[src/rtl/gate_sweep_pkg.sv]
// gate_sweep_pkg -- shared gate encodings, FSM states and sweep constants.
// Rev 1.0
`default_nettype none

package gate_sweep_pkg;

  localparam logic [1:0] GATE_OR2   = 2'd0;
  localparam logic [1:0] GATE_AND2  = 2'd1;
  localparam logic [1:0] GATE_NAND2 = 2'd2;
  localparam logic [1:0] GATE_XOR2  = 2'd3;

  localparam int NUM_VEC = 4;

  typedef enum logic [2:0] {
    ST_IDLE   = 3'd0,
    ST_APPLY  = 3'd1,
    ST_SETTLE = 3'd2,
    ST_SAMPLE = 3'd3,
    ST_DONE   = 3'd4
  } state_t;

endpackage

`default_nettype wire

[src/rtl/gate_sweep_sequencer_if.sv]
// gate_sweep_sequencer_if -- controller and gate-under-test signals of the sweep sequencer.
// Rev 1.0
`default_nettype none

interface gate_sweep_sequencer_if #(
  parameter int CNT_W = 16
) ();

  logic             start;
  logic [1:0]       gate_sel;
  logic [CNT_W-1:0] repeats;
  logic             dut_o;
  logic             dut_a;
  logic             dut_b;
  logic             busy;
  logic             done;
  logic             pass;
  logic [CNT_W-1:0] err_cnt;
  logic [3:0]       fail_vec;

  // master = test controller plus the gate under test; slave = sequencer
  modport master (
    output start, gate_sel, repeats, dut_o,
    input  dut_a, dut_b, busy, done, pass, err_cnt, fail_vec
  );

  modport slave (
    input  start, gate_sel, repeats, dut_o,
    output dut_a, dut_b, busy, done, pass, err_cnt, fail_vec
  );

endinterface

`default_nettype wire

[src/rtl/gate_expect.sv]
// gate_expect -- reference truth tables for the supported 2-input gates.
// Rev 1.0
`default_nettype none

module gate_expect
  import gate_sweep_pkg::*;
(
  input  wire logic [1:0] gate_sel,
  input  wire logic       a,
  input  wire logic       b,
  output logic            o
);

  always_comb begin
    o = 1'b0;
    case (gate_sel)
      GATE_OR2:   o = a | b;
      GATE_AND2:  o = a & b;
      GATE_NAND2: o = ~(a & b);
      GATE_XOR2:  o = a ^ b;
      default:    o = 1'b0;
    endcase
  end

endmodule

`default_nettype wire

[src/rtl/gate_sweep_sequencer.sv]
// gate_sweep_sequencer -- drives all four input vectors of a 2-input gate, checks it, counts mismatches.
// Rev 1.0
`default_nettype none

module gate_sweep_sequencer
  import gate_sweep_pkg::*;
#(
  parameter int CNT_W         = 16,
  parameter int SETTLE_CYCLES = 2
) (
  input wire logic              clk,
  input wire logic              rst,
  gate_sweep_sequencer_if.slave bus
);

  localparam int SET_W = (SETTLE_CYCLES > 1) ? $clog2(SETTLE_CYCLES) : 1;
  localparam logic [SET_W-1:0] c_SETTLE_LAST = SET_W'(SETTLE_CYCLES - 1);

  state_t           r_state;
  state_t           w_next;
  logic [1:0]       r_sel;
  logic [CNT_W-1:0] r_reps;
  logic [CNT_W-1:0] r_sweep;
  logic [1:0]       r_idx;
  logic [SET_W-1:0] r_settle;
  logic             r_a;
  logic             r_b;
  logic             r_busy;
  logic             r_done;
  logic             r_pass;
  logic [CNT_W-1:0] r_err;
  logic [3:0]       r_fv;

  logic             w_accept;
  logic             w_exp;
  logic             w_mismatch;
  logic             w_more_sweeps;
  logic             w_last_vec;

  gate_expect u_expect (
    .gate_sel (r_sel),
    .a        (r_a),
    .b        (r_b),
    .o        (w_exp)
  );

  assign w_accept      = bus.start && ((r_state == ST_IDLE) || (r_state == ST_DONE));
  assign w_mismatch    = (bus.dut_o != w_exp);
  assign w_last_vec    = (r_idx == 2'(NUM_VEC - 1));
  assign w_more_sweeps = ({1'b0, r_sweep} + (CNT_W+1)'(1)) < {1'b0, r_reps};

  always_ff @(posedge clk or posedge rst) begin
    if (rst) begin
      r_state <= ST_IDLE;
    end else begin
      r_state <= w_next;
    end
  end

  always_comb begin
    w_next = r_state;
    case (r_state)
      ST_IDLE, ST_DONE: begin
        if (w_accept) begin
          w_next = (bus.repeats == '0) ? ST_DONE : ST_APPLY;
        end
      end
      ST_APPLY:  w_next = (SETTLE_CYCLES == 0) ? ST_SAMPLE : ST_SETTLE;
      ST_SETTLE: begin
        if (r_settle == c_SETTLE_LAST) begin
          w_next = ST_SAMPLE;
        end
      end
      ST_SAMPLE: w_next = (!w_last_vec || w_more_sweeps) ? ST_APPLY : ST_DONE;
      default:   w_next = ST_IDLE;
    endcase
  end

  // Outputs are registered, so done/pass and the cleared gate inputs appear
  // one cycle after the state register reaches DONE.
  always_ff @(posedge clk or posedge rst) begin
    if (rst) begin
      r_sel    <= '0;
      r_reps   <= '0;
      r_sweep  <= '0;
      r_idx    <= '0;
      r_settle <= '0;
      r_a      <= 1'b0;
      r_b      <= 1'b0;
      r_busy   <= 1'b0;
      r_done   <= 1'b0;
      r_pass   <= 1'b0;
      r_err    <= '0;
      r_fv     <= '0;
    end else if (w_accept) begin
      r_sel    <= bus.gate_sel;
      r_reps   <= bus.repeats;
      r_sweep  <= '0;
      r_idx    <= '0;
      r_settle <= '0;
      r_a      <= 1'b0;
      r_b      <= 1'b0;
      r_busy   <= (bus.repeats != '0);
      r_done   <= 1'b0;
      r_pass   <= 1'b0;
      r_err    <= '0;
      r_fv     <= '0;
    end else begin
      case (r_state)
        ST_APPLY: begin
          r_a      <= r_idx[1];
          r_b      <= r_idx[0];
          r_settle <= '0;
        end
        ST_SETTLE: r_settle <= r_settle + 1'b1;
        ST_SAMPLE: begin
          if (w_mismatch) begin
            if (r_err != '1) begin
              r_err <= r_err + 1'b1;
            end
            r_fv[r_idx] <= 1'b1;
          end
          if (!w_last_vec) begin
            r_idx <= r_idx + 1'b1;
          end else if (w_more_sweeps) begin
            r_idx   <= '0;
            r_sweep <= r_sweep + 1'b1;
          end else begin
            r_busy <= 1'b0;
          end
        end
        ST_DONE: begin
          r_a    <= 1'b0;
          r_b    <= 1'b0;
          r_done <= 1'b1;
          r_pass <= (r_err == '0);
        end
        default: ;
      endcase
    end
  end

  assign bus.dut_a    = r_a;
  assign bus.dut_b    = r_b;
  assign bus.busy     = r_busy;
  assign bus.done     = r_done;
  assign bus.pass     = r_pass;
  assign bus.err_cnt  = r_err;
  assign bus.fail_vec = r_fv;

endmodule

`default_nettype wire

[src/flat_wrapper.sv]
// flat-port wrapper written by rule: the top's interface ports become plain ports
module gate_sweep_sequencer_flat import gate_sweep_pkg::*;
#(
  parameter int CNT_W         = 16,
  parameter int SETTLE_CYCLES = 2
)
  (clk, rst, bus_start, bus_gate_sel, bus_repeats, bus_dut_o, bus_dut_a, bus_dut_b, bus_busy, bus_done, bus_pass, bus_err_cnt, bus_fail_vec);
  gate_sweep_sequencer_if #(.CNT_W(CNT_W)) bus_i ();
  input wire logic clk;
  input wire logic rst;
  input wire logic [$bits(bus_i.start)-1:0] bus_start;
  input wire logic [$bits(bus_i.gate_sel)-1:0] bus_gate_sel;
  input wire logic [$bits(bus_i.repeats)-1:0] bus_repeats;
  input wire logic [$bits(bus_i.dut_o)-1:0] bus_dut_o;
  output wire logic [$bits(bus_i.dut_a)-1:0] bus_dut_a;
  output wire logic [$bits(bus_i.dut_b)-1:0] bus_dut_b;
  output wire logic [$bits(bus_i.busy)-1:0] bus_busy;
  output wire logic [$bits(bus_i.done)-1:0] bus_done;
  output wire logic [$bits(bus_i.pass)-1:0] bus_pass;
  output wire logic [$bits(bus_i.err_cnt)-1:0] bus_err_cnt;
  output wire logic [$bits(bus_i.fail_vec)-1:0] bus_fail_vec;
  assign bus_i.start = bus_start;
  assign bus_i.gate_sel = bus_gate_sel;
  assign bus_i.repeats = bus_repeats;
  assign bus_i.dut_o = bus_dut_o;
  assign bus_dut_a = bus_i.dut_a;
  assign bus_dut_b = bus_i.dut_b;
  assign bus_busy = bus_i.busy;
  assign bus_done = bus_i.done;
  assign bus_pass = bus_i.pass;
  assign bus_err_cnt = bus_i.err_cnt;
  assign bus_fail_vec = bus_i.fail_vec;
  gate_sweep_sequencer #(.CNT_W(CNT_W), .SETTLE_CYCLES(SETTLE_CYCLES)) u_core (.clk(clk), .rst(rst), .bus(bus_i));
endmodule
[config.mk]
export PLATFORM = sky130hd
export DESIGN_NAME = gate_sweep_sequencer_flat
export DESIGN_NICKNAME = d
export VERILOG_FILES = /design/src/rtl/gate_sweep_pkg.sv /design/src/rtl/gate_sweep_sequencer_if.sv /design/src/rtl/gate_expect.sv /design/src/rtl/gate_sweep_sequencer.sv /design/src/flat_wrapper.sv
export SDC_FILE = /design/constraint.sdc
export NUM_CORES = 1
export LEC_CHECK = 0
export ABC_AREA = 1
export CORE_ASPECT_RATIO = 0.5
export CORE_MARGIN = 4
export CORE_UTILIZATION = 45
export CTS_BUF_LIST = sky130_fd_sc_hd__clkbuf_16
export DETAILED_ROUTE_END_ITERATION = 16
export HOLD_SLACK_MARGIN = 0.06
export PLACE_DENSITY_LB_ADDON = 0.3
export SLEW_MARGIN = 20
export SYNTH_ARGS = -nofsm -noshare
export SYNTH_HDL_FRONTEND = slang
export SYNTH_SLANG_ARGS = --single-unit
export TNS_END_PERCENT = 5
[constraint.sdc]
create_clock -name clk -period 6.5 [get_ports clk]
set_input_delay 1.3 -clock clk [delete_from_list [all_inputs] [get_ports clk]]
set_output_delay 1.3 -clock clk [all_outputs]
set_load 0.02 [all_outputs]
==> impl_metrics.ini <==
[outcome]
status = completed

[route]
top_layer_used = met4
drtAntennaViolNets = 0
wl_per_cell_um = 12.4
drc = 0
wl_mm = 8.49
vias = 3395
drt_iter0_markers = 160
wl_met1_mm = 4.14
wl_met3_um = 376
dr_wl_met2_mm = 3.86
viasPerCell = 4.95
dr.pass1.iters = 4

[die]
die_h_um = 74.3
rows = 23
num_io_pins = 47
dieArea_um2 = 10400
core_um2 = 8290
fp.dieW_um = 141
start_util_pct = 47.8

[clock_tree]
cts_resized = 0
clk_pin_slew_ns = 0.06
cts-hold-fix-buffers = 0
cts_setup_buffers = 0
clkLatencyLatePin_ns = 0.34
clockBufferDepth = 2
cts-root-buf = clkbuf_16
h-tree-depth = 3
cts.sinks = 65
cts_tree = yes
numCtsBuffers = 9

[yosys]
synth_adder_area_share_pct = 7.59
synth_top_family_by_area = simple AND/OR/NAND/NOR gates
synthCells = 524
yosys_warnings = 0
syn-cell-area_um2 = 3960
synth_mux_area_share_pct = 0
ys.flop_type = dfrtp_1
synth_compound_area_share_pct = 4.81
synthDistinctLibCells = 32
ys_seq_elements = 65
syn-mean-instance-area_um2 = 7.55
synth-async-reset-ratio_pct = 100
yosysSeqAreaShare_pct = 41.1
syn_nets = 570
synth-xor-area-share_pct = 6.42
yosys.area_share.simple_pct = 31.6
synth-edff-count = 0

[setup_path]
r2r_cells = 18
max_stage_delay_ns = 0.57
crit_path_start = u_core.r_sweep[0]
critPathLaunchType = flip-flop
worst-path-max-fanout = 17
crit_chain = ha_1 -> nand2_1 -> nor2_1 -> nand2_1 -> nor2_1 -> nand4_1 -> xor2_1 -> inv_1 -> ha_1 -> a21oi_1 -> nor2_1 -> nor2_1 -> nand2_1 -> nor2_1 -> nand4_2 -> inv_1 -> nand2_1 -> nand2_1
required_ns = 6.77
crit_type = flip-flop to flip-flop
slowest_stage = inv_1
cp.arrival_ns = 3.98
endpoint = u_core.r_sweep[7]
reg2reg_to = u_core.r_sweep[7]
critPathCaptureType = flip-flop
regToRegSetupSlack_ns = 2.79
r2r_start = u_core.r_sweep[0]

[pwr]
p_sw_share_pct = 35.5
p_comb_share_pct = 33.3
p_sw_mw = 0.606
power.internal_mw = 1.10
pwr-share-seq_pct = 34.0
p_clk_share_pct = 32.7
ir_drop_v = 0.000152
power_density_nw_per_um2 = 353
p_leak_nw = 2.50

[global_routing]
grt_pass1_wl_mm = 14.8
grt_max_degree = 66
grt.overflow.total = 0
grt_pass1_vias = 3239
grt_use_total_pct = 17.9
antenna_found_initial = 0

[hold_path]
hold_path.class = flip-flop to flip-flop

[sta]
finalWorstSetupSlack_ns = 2.79
final-hold-violation-count = 0
finalSetupViolations = 0
fin_crit_ns = 3.71
maxSlewViolCount = 0
fmax_mhz = 269
fin_skew_ns = 0.00614
rsz0062_at_grt = false
worstMarginPinSlew_ns = 0.909
fin_crit_sh_pct = 57.1
setup_tns_ns = 0
max_slew_margin_pct = 39.2

[cells_and_area]
regArea_um2 = 1630
diodes = 0
multi_input_area_um2 = 2000
final_util_pct = 58.3
layout.nets = 615
drive_above_1_share_pct = 4.70
fill_cells = 753
areaGrowthSynthToFinish_pct = 22.1
finalNonFillerCells = 686

[place]
dp_cells = 670
place_congestion = 0.865
place.port_buffers = 46
place.detailed.hpwl_mm = 6.10
place_ws_ns = 2.50

[job]
max_cap_viol_count = 0
-- power groups by stage --
stage / registers (mW) / clock network (mW) / logic [mW]
after detailed placement: 0.586 / 0 / 0.576
after CTS: 0.580 / 0.569 / 0.579
after global placement: 0.586 / 0 / 0.561
after floorplan: 0.613 / 0 / 0.382
after global routing: 0.594 / 0.586 / 0.662
final: 0.579 / 0.557 / 0.569
-- critical path: cells and delay by family (launching register included) --
kind / cells / cell delay [ns]
simple gates: 12 / 1.77
fa+ha+maj: 2 / 0.50
xor+xnor: 1 / 0.16
flops: 1 / 0.42
compound gates: 1 / 0.13
buf+inv: 2 / 0.64
-- sequential cells by signal (all words and copies together) (netlist names) --
name                 flops
u_core.bus.err_cnt      16
u_core.r_sel             2
u_core.r_state           3
u_core.r_settle          1
u_core.r_reps           16
u_core.bus.pass          1
u_core.bus.busy          1
u_core.bus.dut_b         1
u_core.bus.done          1
u_core.r_sweep          16
u_core.bus.fail_vec      4
u_core.bus.dut_a         1
u_core.r_idx             2
-- worst min path at each step --
stage / start / endpoint / slack, ns / cells after the start
2_1_floorplan: u_core.r_reps[0] / u_core.r_reps[0] / 0.45 / 2
3_3_place_gp: u_core.r_settle / u_core.r_settle / 0.48 / 1
3_5_place_dp: u_core.r_settle / u_core.r_settle / 0.49 / 1
4_1_cts: u_core.r_settle / u_core.r_settle / 0.50 / 1
5_1_grt: u_core.r_settle / u_core.r_settle / 0.53 / 1
6_report: u_core.bus.busy / u_core.bus.busy / 0.50 / 2
-- synth_stat cells (2+ instances only) --
library cell	n	share of area (%)
a21oi_1	11	1.4
buf_2	3	0.38
clkbuf_1	7	0.66
dfrtp_1	65	41
ha_1	24	7.6
inv_1	68	6.4
nand2_1	161	15
nand2_2	2	0.32
nand3_1	54	6.8
nand4_1	8	1.3
nor2_1	40	3.8
nor3_1	9	1.1
nor4_1	6	0.95
o21ai_0	20	2.5
o22ai_1	2	0.32
xnor2_1	4	0.89
xor2_1	25	5.5
-- layout by cell type (no fill, tap or decap), types with 6 or more instances in the layout --
| cell | n |
|---|---|
| inv_1 | 67 |
| nand3_1 | 54 |
| nor4_1 | 6 |
| clkdlybuf4s50_1 | 46 |
| o21ai_0 | 20 |
| nand2_1 | 161 |
| xor2_1 | 25 |
| clkbuf_16 | 9 |
| a21oi_1 | 11 |
| dfrtp_1 | 65 |
| ha_1 | 24 |
| nor2_1 | 40 |
| nand4_1 | 8 |
| nor3_1 | 9 |
-- cell type report --
class	instances	area share, %
flip-flops and latches	65	33.7
multi-input cells	377	41.3
inverters	69	5.36
repair buffers	47	9.68
well taps	112	2.90
clock buffers	9	4.66
clock inverters	7	2.46
-- stage by stage --
| stage | power, mW | hold WS [ns] | area, um^2 |
|---|---|---|---|
| global placement | 1.15 | 0.477 | 4490 |
| global route | 1.84 | 0.529 | 4830 |
| CTS | 1.73 | 0.498 | 4830 |
| finish | 1.71 | 0.497 | 4830 |
| detailed placement | 1.16 | 0.486 | 4490 |
| floorplan | 0.995 | 0.453 | 3960 |
-- routing by layer --
metal,global-route usage [%],vias up
li1,-,1755
met5,0,-
met3,5.27,10
met4,6.44,0
met2,28.3,64
met1,23.8,1566
-- logic make-up (layout without fill, tap and decap cells) --
group	after synthesis	in the layout
AND/OR/NAND/NOR	288	288
buffers and inverters	82	132
flip-flops	65	65
AO/OA/AOI/OAI	36	36
XOR/XNOR	29	29
adder cells (fa/ha/maj)	24	24
No activity file was read; power rests on OpenSTA's default activity.
